--- config.mk ---
export PLATFORM = sky130hd
export DESIGN_NAME = regfile_scoreboard
export DESIGN_NICKNAME = d
export VERILOG_FILES = /design/src/rtl/regfile_pkg.sv /design/src/rtl/regfile_sb_bits.sv /design/src/rtl/regfile_scoreboard.sv
export SDC_FILE = /design/constraint.sdc
export NUM_CORES = 1
export LEC_CHECK = 0
export ABC_CLOCK_PERIOD_IN_PS = 5280
export BUFFER_PORTS_ARGS = -buffer_cell sky130_fd_sc_hd__buf_2
export CORE_AREA = 2 2 282 284
export CTS_BUF_LIST = sky130_fd_sc_hd__clkbuf_4 sky130_fd_sc_hd__clkbuf_8
export CTS_CLUSTER_DIAMETER = 50
export DETAILED_ROUTE_END_ITERATION = 8
export DIE_AREA = 0 0 284 286
export GPL_TIMING_DRIVEN = 0
export MAX_ROUTING_LAYER = met4
export PLACE_DENSITY = 0.82
export SYNTH_ARGS = -nofsm -noshare
export SYNTH_HDL_FRONTEND = slang
export SYNTH_SLANG_ARGS = --single-unit
--- constraint.sdc ---
create_clock -name clk -period 5.28 [get_ports clk]
set_input_delay 0.264 -clock clk [delete_from_list [all_inputs] [get_ports clk]]
set_output_delay 0.264 -clock clk [all_outputs]
set_load 0.01 [all_outputs]
--- src/rtl/regfile_pkg.sv ---
// Shared types, default sizes and packed-port slicing helper for the scoreboarded register file.
package regfile_pkg;

  typedef enum logic {
    ST_INIT,
    ST_RUN
  } rf_state_e;

  localparam int XLEN_DEF  = 32;
  localparam int NREGS_DEF = 32;

  // LSB of port `port` inside a packed vector of `width`-bit fields.
  function automatic int port_lsb(input int port, input int width);
    return port * width;
  endfunction

endpackage

--- src/rtl/regfile_sb_bits.sv ---
// Per-register busy scoreboard: reserve at issue, clear at writeback, and WAW conflict pulse.
module regfile_sb_bits #(
  parameter  int NREGS = 32,
  localparam int AW    = $clog2(NREGS)
) (
  input  logic             clk,
  input  logic             reset_n,
  input  logic             en,
  input  logic             we,
  input  logic [AW-1:0]    wa,
  input  logic             rsv_en,
  input  logic [AW-1:0]    rsv_addr,
  output logic [NREGS-1:0] busy,
  output logic             rsv_conflict
);

  always_ff @(posedge clk) begin
    if (!reset_n) begin
      busy         <= '0;
      rsv_conflict <= 1'b0;
    end else begin
      rsv_conflict <= 1'b0;
      if (en) begin
        if (we && wa != '0) busy[wa] <= 1'b0;
        // NOTE: the later non-blocking assignment to the same bit wins, so a
        // same-cycle reserve overrides the writeback clear (new producer).
        if (rsv_en && rsv_addr != '0) begin
          busy[rsv_addr] <= 1'b1;
          rsv_conflict   <= busy[rsv_addr] && !(we && wa == rsv_addr);
        end
      end
    end
  end

endmodule

--- src/rtl/regfile_scoreboard.sv ---
// Register file with NRD combinational read ports, one write port, busy scoreboard and post-reset clearing.
// Define REGFILE_BYPASS_EN for write-first reads; default is read-before-write.
module regfile_scoreboard
  import regfile_pkg::*;
#(
  parameter  int XLEN  = XLEN_DEF,
  parameter  int NREGS = NREGS_DEF,
  parameter  int NRD   = 2,
  localparam int AW    = $clog2(NREGS)
) (
  input  logic                clk,
  input  logic                reset_n,
  output logic                init_done,
  input  logic [NRD*AW-1:0]   ra,
  output logic [NRD*XLEN-1:0] rd,
  output logic [NRD-1:0]      rbusy,
  input  logic                we,
  input  logic [AW-1:0]       wa,
  input  logic [XLEN-1:0]     wd,
  input  logic                rsv_en,
  input  logic [AW-1:0]       rsv_addr,
  output logic                rsv_conflict
);

  rf_state_e         state;
  logic [AW-1:0]     clr_ptr;
  logic [XLEN-1:0]   rf [NREGS];
  logic [NREGS-1:0]  busy;

  // Clearing sequencer: walks registers 1..NREGS-1, then runs until the next reset.
  always_ff @(posedge clk) begin
    if (!reset_n) begin
      state     <= ST_INIT;
      clr_ptr   <= AW'(1);
      init_done <= 1'b0;
    end else begin
      case (state)
        ST_INIT: begin
          clr_ptr <= clr_ptr + AW'(1);
          if (clr_ptr == AW'(NREGS - 1)) begin
            state     <= ST_RUN;
            init_done <= 1'b1;
          end
        end
        ST_RUN:  init_done <= 1'b1;
        default: state <= ST_INIT;
      endcase
    end
  end

  // NOTE: storage has no reset term; contents are zeroed by the sequencer
  // instead, which keeps the array mappable to plain RAM/flop banks.
  always_ff @(posedge clk) begin
    if (reset_n) begin
      if (state == ST_INIT)     rf[clr_ptr] <= '0;
      else if (we && wa != '0)  rf[wa]      <= wd;
    end
  end

  regfile_sb_bits #(.NREGS(NREGS)) u_sb (
    .clk          (clk),
    .reset_n      (reset_n),
    .en           (init_done),
    .we           (we),
    .wa           (wa),
    .rsv_en       (rsv_en),
    .rsv_addr     (rsv_addr),
    .busy         (busy),
    .rsv_conflict (rsv_conflict)
  );

  for (genvar i = 0; i < NRD; i++) begin : g_rd
    logic [AW-1:0]   a;
    logic [XLEN-1:0] d;
    logic            b;

    assign a = ra[port_lsb(i, AW) +: AW];

    // NOTE: every output of this block gets a default first so no path
    // leaves it unassigned and no latch is inferred.
    always_comb begin
      d = '0;
      b = 1'b0;
      if (init_done && a != '0) begin
        d = rf[a];
        b = busy[a];
`ifdef REGFILE_BYPASS_EN
        if (we && wa == a) begin
          d = wd;
          b = 1'b0;
        end
`endif
      end
    end

    assign rd[port_lsb(i, XLEN) +: XLEN] = d;
    assign rbusy[i]                      = b;
  end

endmodule

==> out/metrics.cfg <==
[grt]
grt_pass1_wl_mm = 229
antenna_found_initial = 8
grt_pass1_vias = 31700
grt_max_degree = 33
grtUsageTotal_pct = 41.8
grt_overflow = 0

[critical_path]
crit_path_start_kind = flip-flop
ff2ff_setup_slack_ns = 1.39
r2r_end = rf[21][2]$_DFFE_PP_
cp.depth = 6
slowest_delay_ns = 1.04
cp-endpoint = rd[23]
crit_buf_inv = 2
cp_max_fo = 10
worstPathRequired_ns = 5.02
worstPathArrival_ns = 4.30
crit_chain = nand3_1, clkbuf_1, nor3_1, a31oi_1, o221ai_1, buf_2
crit_slowest_cell = nor3_1
reg2reg_depth = 7
rr_startpoint = state$_SDFF_PN0_
cp-end-kind = output port
cp-startpoint = init_done$_SDFFE_PN0P_
path_class = flip-flop to output port
critPathTopFamily = simple AND/OR/NAND/NOR gates

[pwr]
switchingPower_uw = 4200
p_per_area_nw_per_um2 = 311
switching_share_pct = 23.8
p_int_uw = 13400
p_clk_share_pct = 40.3
p_seq_share_pct = 52.6
p_leak_uw = 0.0178
p_comb_share_pct = 7.1
ir_drop_mv = 0.312

[synthesis]
synth_top_area_cell = edfxtp_1
synthArstFlopShare_pct = 0
synth-main-ff-cell = edfxtp_1
synth_top_area_share_pct = 61.0
ys_seq_area_share_pct = 62.6
synth_warnings = 0
syn-cell-area_um2 = 50400
synth_most_common_cell = edfxtp_1
synthTopCellsByArea = edfxtp_1, mux4_2, mux2i_1
synth_nets = 2744
synthCells = 2686
synth_cell_types = 56
synth_common_cells = edfxtp_1, mux4_2, mux2i_1, buf_2
ys_seq_elements = 1064
syn_avg_cell_area_um2 = 18.8
synth_edf_count = 1024

[detailed_routing]
routed_wl_mm = 164
drc = 0
final_antenna_net_count = 0
drt_iter0_markers = 5899
wire_per_inst_um = 38.9
dr_total_vias = 32700
dr.pass1.iters = 9
vias_per_cell = 7.78

[clock_network]
cts_tree = yes
clock_latency_ns = 0.88
ctsResizeCount = 0
clkTransAtPathRegs_ns = 0.06
numCtsBuffers = 170
clock-sinks = 1064
clk_path_buf_depth = 3
ctsHoldBuffers = 11
cts_root_buf = clkbuf_8
post-cts-setup-buffers = 0
cts-htree-levels = 4

[timing]
worst_slew_pin_slew_ns = 1.39
tns_ns = 0
finalHoldWorstSlack_ns = 0.0543
finalSetupViolCount = 0
slew_headroom_pct = 7.52
maxClockFrequency_mhz = 219
rsz0062_at_grt = no
finalHoldViolations = 0
skew_ns = 0.0603
slew_viol_final = 0
period_share_pct = 86.5
fin_crit_ns = 4.57

[place]
placed_cells = 3886
placed_cell_area_um2 = 53300
gp_congestion = 0.997
port_buffers = 112
dp_hpwl_mm = 114

[floorplan]
core_area_um2 = 78400
io_pins = 124
dieArea_um2 = 81200
rows = 103
start_util_pct = 64.4
die_w_um = 284
die_h_um = 286

[min_path]
min_path_type = input pin to flip-flop

[cells_and_area]
drive_gt1_share_pct = 33.4
area_growth_pct = 12.4
nets = 3077
fin_area_um2 = 56700
final_cells = 4199

[outcome]
outcome = completed

[run]
cap_violations = 0

## power by group through the flow
stage                     Sequential (µW)  Clock [µW]  Combinational [µW]
final                                9260        7100                1250
after global routing                 9260        7380                1270
after CTS                            9260        7040                1210
after detailed placement             9430           0                1200
after global placement               9420           0                1140
after floorplan                      9410           0                 780
## sequential cells by signal, summed over array words and instances (netlist names)
| register | cells |
|---|---|
| clr_ptr | 5 |
| state | 1 |
| u_sb.rsv_conflict | 1 |
| rf | 1024 |
| init_done | 1 |
| u_sb.busy | 32 |
## routing by layer
layer	track usage [%]	share of wire, %
met1	53.9	33
met3	15.9	17
met4	18.1	5.3
met2	60.1	45
met5	-	0
## cells in the final DEF, fill, tap and decap left out, drive strengths merged, types with 42 or more instances in the layout
| master | instances |
|---|---|
| mux4 | 461 |
| nor2 | 51 |
| edfxtp | 1024 |
| buf | 290 |
| mux2i | 383 |
| nand2 | 74 |
| o221ai | 42 |
| clkbuf | 296 |
| clkinv | 55 |
| a21oi | 44 |
| o22ai | 48 |
## cell families after synthesis
kind of cell,Yosys count,synth area share [%]
AOI/OAI and AO/OA,274,3.88
xor gates and xnor gates,8,0.139
adders and majority gates,2,0.0496
buffers and inverters,218,2.30
DFF,1064,62.6
muxes,848,28.3
and+or+nand+nor,272,2.79
## area by class of cell
class,instances,area (µm²)
sequential,1064,31600
fill,4722,21700
multi-input combinational,1404,18000
clock buffer,221,2750
timing repair buffer,161,1390
tap,1050,1310
buffer,215,1150
clock inverter,73,568
antenna,8,20.0
inverter,3,11.3
## worst min-delay path by stage
stage | start | to | depth (start not counted) | slack (ns)
floorplan | reset_n | u_sb.busy[23]$_SDFFE_PN0P_ | 1 | 0.43
global placement | u_sb.busy[0]$_SDFFE_PN0P_ | u_sb.busy[0]$_SDFFE_PN0P_ | 1 | 0.50
detailed placement | u_sb.busy[13]$_SDFFE_PN0P_ | u_sb.busy[13]$_SDFFE_PN0P_ | 2 | 0.51
CTS | wa[4] | u_sb.busy[1]$_SDFFE_PN0P_ | 4 | 0.02
global route | wa[4] | u_sb.busy[1]$_SDFFE_PN0P_ | 4 | 0.11
finish | wa[4] | u_sb.busy[1]$_SDFFE_PN0P_ | 4 | 0.05
## per-stage QoR
step                      setup WS (ns)  power, µW  utilization (%)
after floorplan                    1.20      10200                -
after global placement            -1.66      10600             66.7
after detailed placement           1.57      10600             68.0
after CTS                          1.12      17500             72.3
after global routing              0.885      17900             72.4
final                             0.712      17600             72.4
## tightest hold or removal path, delay by kind of cell
family | cells | cell delay (ns)
compound gates | 2 | 0.28
simple gates | 1 | 0.25
buf+inv | 1 | 0.10
No activity file was read; power rests on OpenSTA's default activity.
